## src/rtl/fifo_drain_serializer.sv

```systemverilog
// Read-side consumer of the clock-crossing FIFO: pops one word, then streams it
// out MSB-first as OUT_W-bit beats over valid/ready, counting completed words.
module fifo_drain_serializer #(
  parameter int DATA_W = 140,
  parameter int OUT_W  = 16,
  parameter int CNT_W  = 16
) (
  input  logic              clk_out,
  input  logic              rst,
  input  logic              fifo_empty,
  input  logic [DATA_W-1:0] data_from_fifo,
  output logic              fifo_r_enable,
  output logic [OUT_W-1:0]  data_out,
  output logic              data_out_valid,
  input  logic              data_out_ready,
  output logic              data_out_last,
  output logic [CNT_W-1:0]  word_cnt
);

  localparam int BEATS  = (DATA_W + OUT_W - 1) / OUT_W;
  localparam int PAD    = BEATS * OUT_W - DATA_W;
  localparam int PAD_W  = BEATS * OUT_W;
  localparam int BCNT_W = (BEATS > 1) ? $clog2(BEATS) : 1;

  localparam logic [BCNT_W-1:0] LAST_BEAT = BCNT_W'(BEATS - 1);

  typedef enum logic [1:0] {IDLE, READ, LOAD, SEND} state_t;

  state_t              state;
  logic [DATA_W-1:0]   word_q;
  logic [BCNT_W-1:0]   beat_cnt;
  logic [BCNT_W-1:0]   beat_nxt;

  assign beat_nxt = beat_cnt + BCNT_W'(1);

  // Beat idx of the word left-justified in a BEATS*OUT_W field, beat 0 on top.
  function automatic logic [OUT_W-1:0] beat_of(input logic [DATA_W-1:0] word,
                                               input logic [BCNT_W-1:0] idx);
    logic [PAD_W-1:0] padded;
    padded = PAD_W'(word) << PAD;
    return padded[(BEATS - 1 - int'(idx)) * OUT_W +: OUT_W];
  endfunction

  always_ff @(posedge clk_out or posedge rst) begin
    if (rst) begin
      state          <= IDLE;
      fifo_r_enable  <= 1'b0;
      data_out       <= '0;
      data_out_valid <= 1'b0;
      data_out_last  <= 1'b0;
      word_cnt       <= '0;
      beat_cnt       <= '0;
      word_q         <= '0;
    end else begin
      fifo_r_enable <= 1'b0;
      case (state)
        IDLE: begin
          if (!fifo_empty) begin
            fifo_r_enable <= 1'b1;
            state         <= READ;
          end
        end
        READ: state <= LOAD;
        // FIFO read data is valid now; present beat 0 straight from it
        LOAD: begin
          word_q         <= data_from_fifo;
          beat_cnt       <= '0;
          data_out       <= beat_of(data_from_fifo, '0);
          data_out_valid <= 1'b1;
          data_out_last  <= (BEATS == 1);
          state          <= SEND;
        end
        SEND: begin
          if (data_out_ready) begin
            if (beat_cnt == LAST_BEAT) begin
              word_cnt       <= word_cnt + CNT_W'(1);
              beat_cnt       <= '0;
              data_out_valid <= 1'b0;
              data_out_last  <= 1'b0;
              // Chain straight into the next read to keep 11-cycle throughput
              if (!fifo_empty) begin
                fifo_r_enable <= 1'b1;
                state         <= READ;
              end else begin
                state <= IDLE;
              end
            end else begin
              beat_cnt      <= beat_nxt;
              data_out      <= beat_of(word_q, beat_nxt);
              data_out_last <= (beat_nxt == LAST_BEAT);
            end
          end
        end
        default: state <= IDLE;
      endcase
    end
  end

endmodule
```

## config.mk

```make
export PLATFORM = sky130hd
export DESIGN_NAME = fifo_drain_serializer
export DESIGN_NICKNAME = d
export VERILOG_FILES = /design/src/rtl/fifo_drain_serializer.sv
export SDC_FILE = /design/constraint.sdc
export NUM_CORES = 1
export LEC_CHECK = 0
export CAP_MARGIN = 20
export CORE_ASPECT_RATIO = 1.75
export CORE_UTILIZATION = 30
export CTS_CLUSTER_SIZE = 14
export DETAILED_ROUTE_END_ITERATION = 6
export PLACE_DENSITY = 0.62
export RECOVER_POWER = 100
export SETUP_SLACK_MARGIN = 0.5
export SYNTH_ARGS = -nofsm -noshare
export SYNTH_HDL_FRONTEND = slang
export SYNTH_SLANG_ARGS = --single-unit
```

## constraint.sdc

```tcl
create_clock -name clk_out -period 7 [get_ports clk_out]
set_clock_uncertainty 0.2 [all_clocks]
set_input_delay 1.4 -clock clk_out [delete_from_list [all_inputs] [get_ports clk_out]]
set_output_delay 1.4 -clock clk_out [all_outputs]
set_load 0.01 [all_outputs]
```

* Word-level counts from Yosys, hierarchy flattened *
Index checks and enable logic that the tools add are counted.

word-level totals
  bits of input ports = 144
  output and inout port bits = 35
  logic and storage cells = 49
  register bits = 181

cells by class
  $add $sub $neg = 3
  reductions and logical operators = 7
  equality and inequality tests = 9
  shifts and indexed selects = 1
  multiplexer cells = 21

operators with widths
  cell                                                                   count
  144-bit by 9-bit indexed part select with 16-bit output                1
  16-bit two-way mux                                                     2
  16-bit one-hot mux with 2 select lines                                 1
  16-bit by 1-bit adder with 16-bit output, second input constant        1
  3-bit AND reduction                                                    4
  4-bit equality test, second input constant                             2
  1-bit two-way mux                                                      8
  4-bit two-way mux                                                      2
  2-bit != test, second input constant                                   4
  2-bit one-hot mux with 4 select lines                                  1
  4-bit one-hot mux with 2 select lines                                  1
  2-bit two-way mux                                                      3
  1-bit one-hot mux with 2 select lines                                  3
  4-bit by 4-bit subtractor with 5-bit output, first input constant      1
  4-bit by 1-bit adder with 4-bit output, second input constant          1
  2-bit equality test, second input constant                             2
  2-bit by 1-bit equality test with 1-bit output, second input constant  1
  2-bit logical NOT                                                      1
  2-bit AND reduction                                                    1
  2-bit nonzero test                                                     1

* Logic depth before layout (Yosys ltp) *
Gate-level depths: netlist of run 1.

  depth in word-level cells = 6
  gate-level depth with buffers = 9
  gate-level depth less buffers = 7

* Least setup slack after synthesis of run 1 *
No wires, ideal clock.

  kind = input -> register
  start point = input port data_out_ready
  end point = register word_cnt[12]
  data required time = 6.675 ns
  arrival = 2.300 ns
  library setup time = 0.125 ns
  setup slack = 4.375 ns
  stages on the path = 6
  buffers on the path = 1
  cell sequence = nand2_1 -> nor2_2 -> and4_1 -> buf_2 -> nand4_1 -> xnor2_1

on the way
  word-level cells in the longest chain between the ends = 1

RTL lines
  element                        RTL line  RTL
  start: declaration             15        input logic data_out_ready,
  3-bit AND reduction (no line)  n/a
  end signal: assignment         76        word_cnt <= word_cnt + CNT_W'(1);
  end: declaration               17        output logic [CNT_W-1:0] word_cnt

Every way passes these cells.
A chain may end at the register's enable or synchronous reset.

* Worst setup path in the final report of run 1 *
  start point = register beat_cnt[0]
  end point = register data_out[15]

on the way
  word-level cells in the longest chain between the ends = 6
  elaborated cells between the ends (all ways) = 9
  classes of those cells = 2 x add/sub; 2 x eq/ne; 1 x shift; 3 x mux; 1 x reduce/logical

RTL lines
  element                                                  RTL line  RTL
  start: declaration                                       31        logic [BCNT_W-1:0] beat_cnt;
  start signal: assignment                                 88        beat_cnt <= beat_nxt;
  4-bit by 1-bit adder with 4-bit output                   34        assign beat_nxt = beat_cnt + BCNT_W'(1);
  4-bit by 4-bit subtractor with 5-bit output              41        return padded[(BEATS - 1 - int'(idx)) * OUT_W +: OUT_W];
  144-bit by 9-bit indexed part select with 16-bit output  41
  16-bit two-way mux                                       75        if (beat_cnt == LAST_BEAT) begin
  16-bit two-way mux                                       74        if (data_out_ready) begin
  16-bit one-hot mux with 2 select lines                   56        case (state)
  end signal: assignment                                   68        data_out <= beat_of(data_from_fifo, '0);
  end signal: assignment                                   89        data_out <= beat_of(word_q, beat_nxt);
  end: declaration                                         13        output logic [OUT_W-1:0] data_out,

Several ways; a longest one is shown, not always the timed one. The select of a mux whose other input is x is not followed.

==> qor.yml, run 1 <==
routing:
  wire_per_inst_um: 19.5
  vias: 5621
  wirelength_mm: 22.9
  drt-initial-drc-count: 280
  vias_per_cell: 4.80
  drtPass1Iterations: 4
  ant_nets: 0
  drc: 0
pwr:
  p_per_area_mw_per_mm2: 443
  max-vdd-ir-drop_mv: 0.225
  totalPowerFinal_mw: 4.99
  p_leak_nw: 4.50
hold_path:
  hp-class: "register to register"
  worstHoldStart: "word_cnt[15]"
  holdPathStages: 1
  holdPathEnd: "word_cnt[15]"
synth:
  synth_top_area_share_pct: 53.3
  yosys-top-cells-area: "dfrtp_1 53%, mux2_2 19%, mux4_2 7.4%"
  synth_cell_types: 51
  synth_ff_type: "dfrtp_1"
  synth.largest_area_cell: "dfrtp_1"
  yosys_warnings: 0
  syn_nets: 771
  avgSynthCellArea_um2: 13.7
  synthesis.area_mm2: 0.00850
  synth-edff-count: 0
  ys_ff_latch: 181
  syn_inst: 619
  ys_seq_area_share_pct: 53.3
  postSynth.asyncResetShare_pct: 100
final_layout:
  regArea_mm2: 0.00453
  utilization_pct: 40.5
  final_cell_mix: "181 x dfrtp_1, 145 x mux2_2, 108 x clkdlybuf4s50_1, 70 x dlygate4sd3_1, 31 x nor2_1"
  area_delta_synth_final_pct: 32.8
  mostFrequentLayoutCell: "dfrtp_1"
  drive_gt1_share_pct: 27.7
  fillers: 2636
  nets: 935
  multi_input_area_mm2: 0.00374
timing:
  slew_headroom_pct: -66.9
  final_max_slew_viol_count: 45
  fin_crit_sh_pct: 67.1
  fin_setup_tns_ns: 0
  timing.fmax_ghz: 0.213
  finalCriticalPeriod_ns: 4.70
  rsz0062_at_grt: "false"
  worstMarginPinSlew_ns: 2.50
  hold_viol: 0
  report.final.setup_viol: 0
setup_path:
  crit_fanout: 37
  ff2ff_path_depth: 9
  arrival_ns: 4.86
  crit_type: "register to register"
  r2r-end: "data_out[15]"
  cp.required_ns: 7.17
  cp-end-kind: "register"
  r2r_start: "beat_cnt[0]"
  crit_path_start_kind: "register"
  rrSetupSlack_ns: 2.30
cts:
  clk_latency_ns: 0.44
  cts_hold_buf: 0
  h-tree-depth: 4
  path_clk_slew_ns: 0.07
  numCtsBuffers: 17
  root_buffer: "clkbuf_16"
  clkSinkCount: 181
  post_cts_buffers: 0
  cts_tree: "yes"
  clockBufferDepth: 2
  cts_resized: 0
job:
  cap_violations: 1
place:
  port_buffers: 178
  routabilityCongestion: 0.793
  dp_hpwl_mm: 16.6
status:
  violations: "capacitance limit, slew limit"
  status: "finished with violations"
grt:
  overflow: 0
  grt_pass1_wl_mm: 34.6
  grt_pass1_vias: 5976
  grt_usage_pct: 16.7
  antenna_found_initial: 2
  grt_max_degree: 180
die:
  rows: 81
  io_pins: 179
  initial_core_util_pct: 30.5
  core_area_mm2: 0.0279
  die_h_um: 225
  die_area_mm2: 0.0290
  die_w_um: 129
[cell families (layout without fill, tap and decap cells)]
group | Yosys count | count (layout) | synth area share [%]
AO/OA/AOI/OAI | 75 | 75 | 6.55
XOR/XNOR | 17 | 17 | 1.93
adder cells (fa/ha/maj) | 8 | 8 | 1.18
buffers and inverters | 48 | 224 | 2.58
flip-flops | 181 | 181 | 53.3
multiplexers | 173 | 173 | 26.6
other | 0 | 2 | 0
AND/OR/NAND/NOR | 117 | 117 | 7.83
[how the worst max path moves through the flow]
stage | slack (ns) | cells past startpoint | from | endpoint
final | 2.30 | 9 | beat_cnt[0] | data_out[15]
after global routing | 1.93 | 9 | beat_cnt[0] | data_out[10]
after CTS | 2.74 | 6 | beat_cnt[0] | data_out[11]
after detailed placement | 2.74 | 6 | beat_cnt[0] | data_out[11]
after global placement | 2.88 | 6 | beat_cnt[0] | data_out[6]
after floorplan | 3.08 | 1 | rst | beat_cnt[0]
[layout make-up]
| class | instances | share of cell area (%) |
|---|---|---|
| sequential | 181 | 40.1 |
| antenna | 2 | 0.0443 |
| timing repair buffer | 187 | 16.6 |
| tap | 373 | 4.13 |
| multi-input combinational | 390 | 33.2 |
| clock inverter | 13 | 1.81 |
| inverter | 6 | 0.211 |
| clock buffer | 18 | 3.89 |
[routing by layer]
| metal | up-vias | track usage (%) | share of wire (%) |
|---|---|---|---|
| met1 | 2827 | 17.6 | 36 |
| met5 | - | 0 | 0 |
| met3 | 42 | 3.09 | 4.1 |
| met2 | 148 | 29.6 | 55 |
| li1 | 2604 | - | - |
| met4 | 0 | 11.1 | 4.9 |
[state kept, by name, summed over array words and instances (netlist names)]
name	cells
word_cnt	16
data_out_last	1
state	2
fifo_r_enable	1
data_out	16
word_q	140
data_out_valid	1
beat_cnt	4
[Yosys cell counts, types with 3 or more instances]
library cell	n
dfrtp_1	181
mux2_2	145
nor2_1	30
mux4_2	28
a21oi_1	21
clkbuf_1	21
nor2b_1	15
nor3_1	15
and2_1	14
xnor2_1	14
buf_2	13
a31o_1	12
o221ai_1	12
nand2_1	10
ha_1	8
buf_4	6
nand3_1	6
a22oi_1	5
and3_1	5
and4_1	5
inv_1	5
o21ai_0	5
nor3b_1	4
o211ai_1	4
nand4_1	3
[critical path, stage by stage (launching register included)]
cell and delay [ns]:
dfrtp_1 0.53, buf_12 0.29, inv_1 0.13, ha_1 1.08
and4bb_4 0.36, o211a_1 0.22, nor4_1 0.26, clkbuf_1 1.03
o221ai_1 0.28, a21oi_1 0.20
[through the flow]
step           cell area [um2]  hold WS, ns  std cells  setup slack (ns)
6_report                 11300        0.266       1170              2.30
5_1_grt                  11300        0.300       1170              1.93
4_1_cts                  11300        0.275       1166              2.74
3_5_place_dp             10600        0.265       1135              2.74
3_3_place_gp             10600        0.266       1135              2.88
2_1_floorplan             8500        0.272        619              3.08
[power by group]
group	internal (mW)	total (mW)	switching, mW
logic	1.15	2.13	0.982
registers	1.54	1.81	0.267
clock network	0.641	1.06	0.419
Note: power is estimated with default switching activity, not from simulation.
==> inputs of run 2 (changes only) <==
==> constraint.sdc (replaced) <==
create_clock -name clk_out -period 4.8 [get_ports clk_out]
set_clock_uncertainty 0.2 [all_clocks]
set_input_delay 0.96 -clock clk_out [delete_from_list [all_inputs] [get_ports clk_out]]
set_output_delay 0.96 -clock clk_out [all_outputs]
set_load 0.01 [all_outputs]
==> qor.yml, run 2 (synthesized netlist as in run 1, its figures left out) <==
hold_path:
  holdPathStages: 1  # unchanged
  holdPathEnd: "word_cnt[15]"
  worstHoldStart: "word_cnt[15]"
  hp-class: "register to register"
setup_path:
  crit_type: "register to register"
  r2r_start: "beat_cnt[1]"
  critical_path.top_delay_family: "adder cells"
  crit_fanout: 32  # -14%
  worst-path-buf-inv: 2  # -1
  cp.required_ns: 4.96  # -2.21 ns
  cp_slowest_cell: "ha_1"
  r2r-end: "data_out[2]"
  ff2ff_path_depth: 8  # -1
  arrival_ns: 3.70  # -1.16 ns
  crit_path_start_kind: "register"
  cp-end-kind: "register"
  crit_chain: "inv_1 -> ha_1 -> and4bb_4 -> a2111oi_0 -> nor4_4 -> buf_4 -> and3_1 -> o31ai_1"
  rrSetupSlack_ns: 1.26  # -1.04 ns
  slowest_delay_ns: 0.89  # -0.19 ns
timing:
  fin_crit_sh_pct: 73.7  # +6.6 points
  rsz0062_at_grt: "false"
  slew_headroom_pct: -33.9  # +33 points
  report.final.setup_viol: 0  # unchanged
  whs_ns: 0.276  # +0.00985 ns
  final_max_slew_viol_count: 173  # +280%
  finalCriticalPeriod_ns: 3.54  # -1.16 ns
  fin_setup_tns_ns: 0  # unchanged
  timing.fmax_ghz: 0.283  # +33%
  worstMarginPinSlew_ns: 2.01  # -0.496 ns
  hold_viol: 0  # unchanged
final_layout:
  diodes: 0  # -2
  biggestRegsByFlops: "word_q x140, data_out x16, word_cnt x16"
  fillers: 2637  # +0.038%
  regArea_mm2: 0.00453  # about the same
  largest_reg_flops: 140  # unchanged
  area_delta_synth_final_pct: 31.6
  multi_input_area_mm2: 0.00374  # -0.10%
  drive_gt1_share_pct: 27.9  # +0.18 points
  final_cell_mix: "180 x dfrtp_1, 145 x mux2_2, 141 x clkdlybuf4s50_1, 37 x dlygate4sd3_1, 31 x nor2_1"
  stdcell_count: 1170  # unchanged
  largest-register: "word_q"
  mostFrequentLayoutCell: "dfrtp_1"
  nets: 936  # +0.11%
routing:
  wirelength_mm: 23.4  # +2.4%
  drtPass1Iterations: 6  # +2
  ant_nets: 0  # unchanged
  drc: 0  # unchanged
  drt-initial-drc-count: 241  # -14%
  vias_per_cell: 4.85  # +0.93%
  wire_per_inst_um: 20.0  # +2.4%
  vias: 5673  # +0.93%
grt:
  grt_usage_pct: 17.2  # +0.53 points
  antenna_found_initial: 0  # -2
  grt_pass1_vias: 5948  # -0.47%
  overflow: 0  # unchanged
  grt_pass1_wl_mm: 35.7  # +3.0%
  grt_max_degree: 141  # -22%
pwr:
  power.internal_mw: 4.61  # +38%
  p_seq_share_pct: 37.3  # +1.1 points
  power.share.clock_pct: 18.7  # -2.5 points
  p_per_area_mw_per_mm2: 634  # +43%
  switching_power_mw: 2.48  # +49%
  combPwrFrac_pct: 44.0  # +1.4 points
  max-vdd-ir-drop_mv: 0.342  # +52%
  p_leak_nw: 4.43  # -1.4%
  totalPowerFinal_mw: 7.09  # +42%
  p_sw_share_pct: 35.0  # +1.6 points
die:
  rows: 81  # unchanged
  io_pins: 179  # unchanged
  die_w_um: 129  # unchanged
  die_h_um: 225  # unchanged
  initial_core_util_pct: 30.5  # unchanged
  die_area_mm2: 0.0290  # unchanged
  core_area_mm2: 0.0279  # unchanged
cts:
  h-tree-depth: 4  # unchanged
  cts_resized: 0  # unchanged
  clkSinkCount: 181  # unchanged
  cts_tree: "yes"
  path_clk_slew_ns: 0.07  # about the same
  root_buffer: "clkbuf_16"
  post_cts_buffers: 0  # unchanged
  clockBufferDepth: 2  # unchanged
  clk_latency_ns: 0.45  # about the same
  numCtsBuffers: 17  # unchanged
  cts_hold_buf: 0  # unchanged
job:
  cap_violations: 2  # +1
place:
  dp_hpwl_mm: 17.2  # +3.6%
  dp.cells: 1138  # +0.26%
  port_buffers: 178  # unchanged
  routabilityCongestion: 0.839  # +5.8%
status:
  violations: "capacitance limit, slew limit"
  status: "finished with violations"
==> run 2: cell types whose count changed in the layout (fill, tap and decap cells not counted), sizes merged, moves of 2 or more <==
cell / before / now
bufinv: 5 / 0
clkdlybuf4s50: 108 / 141
clkinvlp: 2 / 6
diode: 2 / 0
dlygate4sd3: 70 / 37
inv: 7 / 11
==> run 2: layer usage <==
metal | global-route usage, % | up-vias | wire length [um]
met4 | 8.24 | 0 | 983
li1 | - | 2612 | -
met2 | 32.3 | 134 | 13300
met3 | 4.07 | 34 | 911
met1 | 17.4 | 2893 | 8230
met5 | 0 | - | 0
==> run 2: how the worst max path moves through the flow <==
| stage | depth (start not counted) | start | to | slack [ns] |
|---|---|---|---|---|
| 2_1_floorplan | 1 | rst | beat_cnt[0] | 1.32 |
| 3_3_place_gp | 6 | data_out_ready | data_out[9] | 1.61 |
| 3_5_place_dp | 6 | data_out_ready | data_out[6] | 1.54 |
| 4_1_cts | 8 | beat_cnt[1] | data_out[12] | 1.69 |
| 5_1_grt | 8 | beat_cnt[1] | data_out[2] | 1.06 |
| 6_report | 8 | beat_cnt[1] | data_out[2] | 1.26 |
==> run 2: cell type report <==
| class | instances | area share [%] |
|---|---|---|
| inverter | 6 | 0.213 |
| sequential | 181 | 40.5 |
| timing repair buffer | 188 | 16.8 |
| tap | 373 | 4.17 |
| clock buffer | 17 | 3.80 |
| clock inverter | 15 | 1.09 |
| multi-input combinational | 390 | 33.5 |
==> run 2: power groups by stage <==
stage                     clock network [mW]  registers (mW)  logic, mW
after global placement                     0            2.66       3.15
after detailed placement                   0            2.68       3.19
final                                   1.32            2.64       3.12
after global routing                    1.43            2.73       3.38
after floorplan                            0            2.54       2.27
after CTS                               1.37            2.65       3.20
==> run 2: worst register-to-register path, delay by kind of cell, from the launching register on <==
kind / cells / cell delay [ns]
AOI/OAI and AO/OA: 2 / 0.84
adders and majority gates: 1 / 0.89
DFF: 1 / 0.48
buffers and inverters: 2 / 0.35
and+or+nand+nor: 3 / 0.70
==> run 2: stage by stage <==
stage          util, %  setup slack (ns)  area [um2]
3_3_place_gp      38.3              1.61       10700
5_1_grt           40.1              1.06       11200
3_5_place_dp      38.3              1.54       10700
4_1_cts           40.3              1.69       11200
2_1_floorplan        -              1.32        8500
6_report          40.1              1.26       11200
==> inputs of run 3 (changes only) <==
==> constraint.sdc (replaced) <==
create_clock -name clk_out -period 3.4 [get_ports clk_out]
set_clock_uncertainty 0.2 [all_clocks]
set_input_delay 0.68 -clock clk_out [delete_from_list [all_inputs] [get_ports clk_out]]
set_output_delay 0.68 -clock clk_out [all_outputs]
set_load 0.01 [all_outputs]
==> qor.yml, run 3 (synthesized netlist as in run 1, its figures left out) <==
cts:
  root_buffer: "clkbuf_16"
  h-tree-depth: 4  # unchanged
  clkSinkCount: 181  # unchanged
  cts_tree: "yes"
  clockBufferDepth: 2  # unchanged
  cts_hold_buf: 0  # unchanged
  numCtsBuffers: 17  # unchanged
  path_clk_slew_ns: 0.07  # about the same
  clk_latency_ns: 0.44  # about the same
grt:
  grt_usage_pct: 17.5  # +0.36 points
  antenna_found_initial: 0  # unchanged
  grt_pass1_vias: 6167  # +3.7%
  grt_max_degree: 141  # unchanged
  grt_pass1_wl_mm: 36.3  # +1.7%
  overflow: 0  # unchanged
place:
  dp_hpwl_mm: 18.3  # +6.5%
  dp.cells: 1146  # +0.70%
  routabilityCongestion: 0.792  # -5.6%
  port_buffers: 178  # unchanged
final_layout:
  drive_gt1_share_pct: 28.3  # +0.47 points
  largest-register: "word_q"
  biggestRegsByFlops: "word_q x140, data_out x16, word_cnt x16"
  diodes: 0  # unchanged
  fillers: 2652  # +0.57%
  final_cell_mix: "180 x dfrtp_1, 145 x mux2_2, 142 x clkdlybuf4s50_1, 36 x dlygate4sd3_1, 31 x nor2_1"
  mostFrequentLayoutCell: "dfrtp_1"
  nets: 945  # +0.96%
  stdcell_count: 1178  # +0.68%
  area_delta_synth_final_pct: 33.4
  largest_reg_flops: 140  # unchanged
timing:
  report.final.setup_viol: 0  # unchanged
  finalCriticalPeriod_ns: 2.97  # -0.566 ns
  worstMarginPinSlew_ns: 1.85  # -0.158 ns
  fin_setup_tns_ns: 0  # unchanged
  rsz0062_at_grt: "false"
  final_max_slew_viol_count: 141  # -18%
  hold_viol: 0  # unchanged
  fin_crit_sh_pct: 87.4  # +14 points
  slew_headroom_pct: -23.3  # +11 points
  timing.fmax_ghz: 0.337  # +19%
die:
  core_area_mm2: 0.0279  # unchanged
  die_w_um: 129  # unchanged
  die_area_mm2: 0.0290  # unchanged
  die_h_um: 225  # unchanged
  rows: 81  # unchanged
  io_pins: 179  # unchanged
  initial_core_util_pct: 30.5  # unchanged
setup_path:
  rrSetupSlack_ns: 0.43  # -0.83 ns
  crit_path_start_kind: "register"
  cp_num_cells: 4  # -4
  crit_type: "register to register"
  critical_path.top_delay_family: "buffers and inverters"
  slowest_delay_ns: 1.22  # +0.33 ns
  crit_fanout: 140  # +340%
  r2r-end: "word_q[26]"
  cp.required_ns: 3.52  # -1.44 ns
  arrival_ns: 3.09  # -0.61 ns
  ff2ff_path_depth: 4  # -4
  crit_chain: "inv_1 -> ha_1 -> buf_4 -> mux2_2"
  cp-end-kind: "register"
  cp_slowest_cell: "buf_4"
  worst-path-buf-inv: 2  # unchanged
  r2r_start: "state[0]"
  critical_path.startpoint: "state[0]"
  crit_end: "word_q[26]"
routing:
  met1_length_mm: 8.43  # +2.5%
  wirelength_mm: 23.9  # +2.3%
  drt-initial-drc-count: 225  # -6.6%
  vias_per_cell: 4.90  # +1.0%
  dr_wl_met3_um: 822  # -9.8%
  top_layer: "met4"
  drc: 0  # unchanged
  ant_nets: 0  # unchanged
  route.met2.wl_mm: 13.7  # +3.5%
  wire_per_inst_um: 20.3  # +1.6%
  drtPass1Iterations: 4  # -2
  vias: 5771  # +1.7%
pwr:
  max-vdd-ir-drop_mv: 0.527  # +54%
  p_leak_nw: 4.53  # +2.1%
  p_per_area_mw_per_mm2: 910  # +44%
job:
  cap_violations: 2  # unchanged
hold_path:
  hp-class: "register to register"
status:
  violations: "capacitance limit, slew limit"
  status: "finished with violations"
[run 3: per-stage QoR]
step	setup WS [ns]	instance area, um2	hold slack [ns]	utilization [%]	power (mW)
6_report	0.430	11300	0.280	40.7	10.3
3_5_place_dp	0.432	10800	0.278	38.7	8.36
3_3_place_gp	0.576	10800	0.274	38.7	8.26
5_1_grt	0.275	11300	0.294	40.7	10.9
2_1_floorplan	0.197	8500	0.272	-	6.80
4_1_cts	0.541	11400	0.292	41.0	10.5
[run 3: repair_timing]
action	CTS	global route
setup buffers	1	0
endpoints found under the setup margin	5	15
hold endpoints to repair	0	0
resized for setup	1	3
[run 3: cell type report]
cell class | instances | area [um2] | share of cell area, %
clock buffers | 18 | 429 | 3.79
clock inverters | 13 | 195 | 1.72
inverters | 6 | 23.8 | 0.210
multi-input cells | 390 | 3760 | 33.2
flip-flops and latches | 181 | 4530 | 40.0
well taps | 373 | 467 | 4.12
repair buffers | 197 | 1930 | 17.0
[run 3: layer usage]
metal | vias to the layer above | GRT usage, %
li1 | 2627 | -
met2 | 156 | 33.0
met4 | 0 | 8.96
met1 | 2950 | 18.2
met3 | 38 | 3.02
met5 | - | 0
[run 3: where the power goes]
group | internal [mW] | total (mW) | switching, mW
Sequential | 3.17 | 3.80 | 0.628
Clock | 1.24 | 2.12 | 0.877
Combinational | 2.40 | 4.40 | 2.01
[run 3: worst min path at each step]
stage	from	to	slack (ns)	cells after the start
global placement	word_cnt[12]	word_cnt[12]	0.27	1
detailed placement	word_cnt[15]	word_cnt[15]	0.28	1
CTS	word_cnt[15]	word_cnt[15]	0.29	1
finish	word_cnt[15]	word_cnt[15]	0.28	1
floorplan	word_q[128]	word_q[128]	0.27	1
global route	word_cnt[15]	word_cnt[15]	0.29	1
